<file path="config.mk">
export PLATFORM = sky130hd
export DESIGN_NAME = intr_request_ctrl
export DESIGN_NICKNAME = d
export VERILOG_FILES = /design/src/rtl/intr_request_ctrl.sv
export SDC_FILE = /design/constraint.sdc
export NUM_CORES = 1
export LEC_CHECK = 0
export BUFFER_PORTS_ARGS = -buffer_cell sky130_fd_sc_hd__buf_2
export CORE_MARGIN = 2
export CORE_UTILIZATION = 30
export DETAILED_ROUTE_END_ITERATION = 16
export PLACE_DENSITY = 0.53
export SLEW_MARGIN = 20
export SYNTH_ARGS = -nofsm -noshare
export SYNTH_HDL_FRONTEND = slang
export SYNTH_SLANG_ARGS = --single-unit
</file>
<file path="constraint.sdc">
create_clock -name clk -period 1.8 [get_ports clk]
set_input_delay 0.54 -clock clk [delete_from_list [all_inputs] [get_ports clk]]
set_output_delay 0.54 -clock clk [all_outputs]
set_load 0.1 [all_outputs]
</file>
<file path="src/rtl/intr_request_ctrl.sv">
// intr_request_ctrl
// Initiator side of the intr/int_clr handshake towards the fetch-stage control.
// The external pin is synchronised, rising edges are counted in a saturating
// pending counter, and a request is raised only at a safe instruction boundary.
// Once raised, intr stays high until int_clr. The block then reports the
// in-service period until RTI retires.
//
// Optional build macro: INTR_NEST_EN
//   - Allows nested requests while a handler is in service, up to depth 3.
//   - Adds the nest_depth output.
//   - With the macro undefined there is no nesting and no nest_depth port.
module intr_request_ctrl #(
    parameter int SYNC_STAGES = 2,   // synchroniser depth, legal 2..4
    parameter int PEND_W      = 2    // pending counter width
) (
    input  logic              clk,
    input  logic              reset,
    input  logic              ext_int,
    input  logic              int_mask,
    input  logic              boundary,
    input  logic              stall_in,
    input  logic              int_clr,
    input  logic              rti_retire,
    output logic              intr,
    output logic              in_service,
    output logic [PEND_W-1:0] pending,
`ifdef INTR_NEST_EN
    output logic [1:0]        nest_depth,
`endif
    output logic              ovf
);

    localparam logic [PEND_W-1:0] PEND_MAX = {PEND_W{1'b1}};

    typedef enum logic [1:0] {
        ST_IDLE    = 2'd0,
        ST_REQ     = 2'd1,
        ST_SERVICE = 2'd2
    } state_t;

    // ------------------------------------------------------------------
    // Synchroniser and rising-edge detector
    // ------------------------------------------------------------------
    logic [SYNC_STAGES-1:0] sync_q, sync_d;
    logic                   prev_q, prev_d;
    logic                   edge_pulse;

    // Shift the raw pin through the synchroniser; remember the last stage's
    // previous value so that a rise produces exactly one edge cycle.
    always_comb begin
        sync_d    = sync_q;
        sync_d[0] = ext_int;
        for (int i = 1; i < SYNC_STAGES; i++) begin
            sync_d[i] = sync_q[i-1];
        end
        prev_d = sync_q[SYNC_STAGES-1];
    end

    assign edge_pulse = sync_q[SYNC_STAGES-1] & ~prev_q;

    // Synchroniser registers. Reset clears them, so no edge is seen at reset release.
    always_ff @(posedge clk) begin
        if (reset) begin
            sync_q <= '0;
            prev_q <= 1'b0;
        end else begin
            sync_q <= sync_d;
            prev_q <= prev_d;
        end
    end

    // ------------------------------------------------------------------
    // Handshake FSM
    // ------------------------------------------------------------------
    state_t            state_q, state_d;
    logic [PEND_W-1:0] pending_q, pending_d;
    logic              ovf_q, ovf_d;
    logic              intr_q, intr_d;
    logic              in_service_q, in_service_d;
    logic              request_ok;
    logic              accept;

    // A request needs queued work, no mask, a clean boundary and no stall.
    assign request_ok = (pending_q != '0) & ~int_mask & boundary & ~stall_in;

    // Acceptance is only meaningful while a request is outstanding.
    // An int_clr seen at any other time is ignored.
    assign accept = (state_q == ST_REQ) & int_clr;

`ifdef INTR_NEST_EN
    logic [1:0] depth_q, depth_d;

    // Next state with nesting. Each acceptance deepens the nesting level and
    // each RTI unwinds one level. A new request may interrupt a handler until
    // the depth reaches 3.
    always_comb begin
        state_d = state_q;
        depth_d = depth_q;
        case (state_q)
            ST_IDLE: begin
                if (request_ok) begin
                    state_d = ST_REQ;
                end
            end
            ST_REQ: begin
                if (int_clr) begin
                    depth_d = depth_q + 2'd1;
                    state_d = ST_SERVICE;
                end
            end
            ST_SERVICE: begin
                if (rti_retire) begin
                    depth_d = depth_q - 2'd1;
                    if (depth_q == 2'd1) begin
                        state_d = ST_IDLE;
                    end
                end else if (request_ok && (depth_q != 2'd3)) begin
                    state_d = ST_REQ;
                end
            end
            default: begin
                state_d = ST_IDLE;
                depth_d = 2'd0;
            end
        endcase
        intr_d       = (state_d == ST_REQ);
        in_service_d = (depth_d != 2'd0);
    end

    // Nesting depth register.
    always_ff @(posedge clk) begin
        if (reset) begin
            depth_q <= 2'd0;
        end else begin
            depth_q <= depth_d;
        end
    end

    assign nest_depth = depth_q;
`else
    // Next state without nesting. Once a request is raised it can only end
    // through int_clr, so a request is never withdrawn.
    always_comb begin
        state_d = state_q;
        case (state_q)
            ST_IDLE: begin
                if (request_ok) begin
                    state_d = ST_REQ;
                end
            end
            ST_REQ: begin
                if (int_clr) begin
                    state_d = ST_SERVICE;
                end
            end
            ST_SERVICE: begin
                if (rti_retire) begin
                    state_d = ST_IDLE;
                end
            end
            default: begin
                state_d = ST_IDLE;
            end
        endcase
        intr_d       = (state_d == ST_REQ);
        in_service_d = (state_d == ST_SERVICE);
    end
`endif

    // Pending counter. An edge and an acceptance in the same cycle cancel.
    // An edge arriving while the counter is already full sets the sticky
    // overflow flag instead of counting.
    always_comb begin
        pending_d = pending_q;
        ovf_d     = ovf_q;
        case ({edge_pulse, accept})
            2'b10: begin
                if (pending_q == PEND_MAX) begin
                    ovf_d = 1'b1;
                end else begin
                    pending_d = pending_q + 1'b1;
                end
            end
            2'b01: begin
                if (pending_q != '0) begin
                    pending_d = pending_q - 1'b1;
                end
            end
            default: begin
                pending_d = pending_q;
            end
        endcase
    end

    // State, counter and registered outputs. Reset aborts any handshake and
    // discards all queued edges.
    always_ff @(posedge clk) begin
        if (reset) begin
            state_q      <= ST_IDLE;
            pending_q    <= '0;
            ovf_q        <= 1'b0;
            intr_q       <= 1'b0;
            in_service_q <= 1'b0;
        end else begin
            state_q      <= state_d;
            pending_q    <= pending_d;
            ovf_q        <= ovf_d;
            intr_q       <= intr_d;
            in_service_q <= in_service_d;
        end
    end

    assign intr       = intr_q;
    assign in_service = in_service_q;
    assign pending    = pending_q;
    assign ovf        = ovf_q;

endmodule

</file>
==> run_results.csv <==
group,metric,value,unit
run_status,status,"completed",
synthesis,synth_top_area_cell,"dfxtp_1",
timing,rsz0062_at_grt,"false",
layout,area_growth,30.0,%
floorplanning,fp.coreArea,0.00128,mm^2
detailed_routing,wl_per_cell,9.56,um
synthesis,synth_top_area_share,49.5,%
worst_setup_path,r2r_start,"state_q[1]$_SDFF_PP0_",
worst_setup_path,max_stage_delay,0.47,ns
cts,postCtsSetupRepairBufs,0,
cts,cts.sink_count,10,
floorplanning,dieArea,0.00166,mm^2
timing,period_share,94.8,%
power,power_per_cell_area,888,mW/mm^2
worst_setup_path,r2r-end,"pending[1]$_SDFFE_PP0P_",
global_routing,grt_pass1_wl,1160,um
worst_setup_path,cp_num_buf_inv,1,
detailed_routing,drc,0,
placement,place.port_buffers,12,
synthesis,syn-num-nets,51,
detailed_routing,detail-route-antenna-nets,0,
detailed_routing,routed_via_density,4.63,
floorplanning,initial_core_util,31.5,%
timing,setup_viol,0,
worst_setup_path,arrival,1.17,ns
worst_setup_path,start_kind,"flop",
worst_setup_path,rr_worst_depth,6,
cts,cts_max_level,1,
worst_setup_path,cp_top_family,"buffers and inverters",
worst_setup_path,cp.required,1.26,ns
synthesis,avgSynthCellArea,9.86,um^2
timing,finalHoldViolCount,0,
min_path,hold_start,"sync_q[0]$_SDFF_PP0_",
global_routing,antenna_found_initial,0,
global_routing,grt_max_degree,11,
cts,cts_buffers,3,
timing,timing.fmax,0.586,GHz
synthesis,ys_seq_area_share,49.5,%
timing,period_minus_slack,1.71,ns
worst_setup_path,path_cells,"buf_2",
timing,clock_skew,0.00202,ns
synthesis,syn-cell-area,404,um^2
synthesis,synth_cell_types,18,
worst_setup_path,cp_max_fo,7,
detailed_routing,routed_wl,688,um
global_routing,overflow,0,
detailed_routing,dr_total_vias,333,
floorplanning,die_h,40.7,um
placement,hpwl,518,um
floorplanning,io_pins,13,
detailed_routing,drtPass1Iterations,4,
worst_setup_path,critPathSlowestCell,"buf_2",
layout,nFillCells,143,
placement,dp.cells,68,
synthesis,synthTopCellsByArea,"dfxtp_1 50%, a21oi_1 6.2%, ha_1 6.2%",
min_path,hold_end,"sync_q[1]$_SDFF_PP0_",
placement,gp_congestion,0.678,
min_path,min_path_type,"reg2reg",
layout,n_antenna_cell,0,
min_path,whs_path_depth,1,
worst_setup_path,reg2reg_slack,0.37,ns
detailed_routing,drtIter0Drc,1,
synthesis,yosys_warnings,0,
floorplanning,dieWidth,40.7,um
timing,slew-limit-headroom,67.7,%
timing,fin_tns_setup,0,ns
cts,cts_root_buf,"clkbuf_4",
global_routing,grt_usage,11.6,%
worst_setup_path,critPathKind,"reg2out",
power,p_leak,0.236,nW
timing,worstMarginPinSlew,0.487,ns
layout,fin_cells,72,
synthesis,ys_ff_latch,10,
worst_setup_path,crit_path_end_kind,"output pin",
global_routing,grt_pass1_vias,264,
layout,fin_nets,68,
cts,clk_pin_slew,0.06,ns
floorplanning,fp-row-count,13,
power,vdd_ir_drop_max,0.465,mV
synthesis,syn_inst,41,
cts,clockBufferDepth,2,
timing,finalMaxSlewViolations,0,
flow_run,max-cap-violations,0,
cts,insertion_delay,0.26,ns
cts,cts_tree,"done",
layout,drive_above_1_share,31.6,%
==> synthesized netlist by cell type <==
master,instances
a21oi_1,5
nor3_1,1
nor2b_1,3
nand3b_1,2
inv_1,2
and4b_1,1
a211oi_1,2
nor2_1,3
dfxtp_1,10
ha_1,2
nand2b_1,3
nor4b_2,1
a31oi_1,1
or2b_1,1
clkbuf_1,1
or3b_1,1
nor4_1,1
o21ai_1,1
==> metrics by stage <==
stage / hold WS (ns) / setup slack, ns / instance area (um^2) / total power (W) / utilization (%)
floorplan: 0.414 / 0.243 / 404 / 0.000262 / -
global placement: 0.442 / 0.163 / 487 / 0.000274 / 37.9
detailed placement: 0.429 / 0.113 / 487 / 0.000274 / 37.9
CTS: 0.456 / 0.0500 / 523 / 0.000475 / 40.7
global route: 0.464 / 0.0157 / 526 / 0.000493 / 40.9
finish: 0.446 / 0.0931 / 526 / 0.000467 / 40.9
==> how the worst max path moves through the flow <==
| stage | startpoint | endpoint | slack (ns) | depth (start not counted) |
|---|---|---|---|---|
| after detailed placement | int_clr | pending[1]$_SDFFE_PP0P_ | 0.11 | 7 |
| after global routing | pending[1]$_SDFFE_PP0P_ | pending[1] | 0.02 | 1 |
| final | pending[1]$_SDFFE_PP0P_ | pending[1] | 0.09 | 1 |
| after CTS | pending[0]$_SDFFE_PP0P_ | pending[0] | 0.05 | 1 |
| after floorplan | pending[0]$_SDFFE_PP0P_ | pending[0] | 0.24 | 0 |
| after global placement | int_clr | pending[1]$_SDFFE_PP0P_ | 0.16 | 7 |
==> timing repair <==
action / CTS / global route
gates resized for setup: 0 / 1
setup endpoints to repair: 0 / 1
hold buffers: 0 / 0
==> cell families (layout without fill, tap and decap cells) <==
| family | count (synthesis) | count (layout) | synth area share [%] |
|---|---|---|---|
| buf+inv | 3 | 19 | 2.79 |
| fa+ha+maj | 2 | 2 | 6.19 |
| simple gates | 17 | 17 | 28.8 |
| flops | 10 | 10 | 49.5 |
| compound gates | 9 | 9 | 12.7 |
==> state kept, by name, indices dropped and copies added (netlist names) <==
| register | cells |
|---|---|
| pending | 2 |
| ovf | 1 |
| prev_q | 1 |
| intr | 1 |
| state_q | 2 |
| in_service | 1 |
| sync_q | 2 |
==> area by class of cell <==
cell class / count / area [um^2] / area share (%)
inverter: 2 / 7.51 / 1.43
tap: 15 / 18.8 / 3.57
clock buffer: 4 / 36.3 / 6.90
sequential: 10 / 200 / 38.1
timing repair buffer: 13 / 70.1 / 13.3
multi-input combinational: 28 / 193 / 36.7
==> where the power goes <==
group | internal, W | switching, W | leakage [nW] | total (W)
logic | 0.0000150 | 0.0000245 | 0.134 | 0.0000395
registers | 0.000226 | 0.00000371 | 0.0812 | 0.000230
clock network | 0.000123 | 0.0000747 | 0.0210 | 0.000197
total | 0.000364 | 0.000103 | 0.236 | 0.000467
==> metal layers <==
layer | GRT usage (%) | vias to the layer above | routed length (um)
met5 | 0 | - | 0
met1 | 14.2 | 143 | 348
li1 | - | 177 | -
met2 | 13.9 | 13 | 276
met4 | 5.00 | 0 | 0
met3 | 9.78 | 0 | 64
==> layout by cell type, fill, tap and decap left out <==
| cell | synthesis | routed |
|---|---|---|
| a31oi_1 | 1 | 1 |
| nor4b_2 | 1 | 1 |
| nor4_1 | 1 | 1 |
| buf_2 | 0 | 11 |
| a21oi_1 | 5 | 5 |
| nand2b_1 | 3 | 3 |
| or3b_1 | 1 | 1 |
| nor3_1 | 1 | 1 |
| nand3b_1 | 2 | 2 |
| nor2b_1 | 3 | 3 |
| dfxtp_1 | 10 | 10 |
| inv_1 | 2 | 2 |
| and4b_1 | 1 | 1 |
| clkbuf_4 | 0 | 4 |
| nor2_1 | 3 | 3 |
| buf_4 | 0 | 1 |
| clkbuf_8 | 0 | 1 |
| or2b_1 | 1 | 1 |
| a211oi_1 | 2 | 2 |
| o21ai_1 | 1 | 1 |
| ha_1 | 2 | 2 |
No activity file was read; power rests on OpenSTA's default activity.
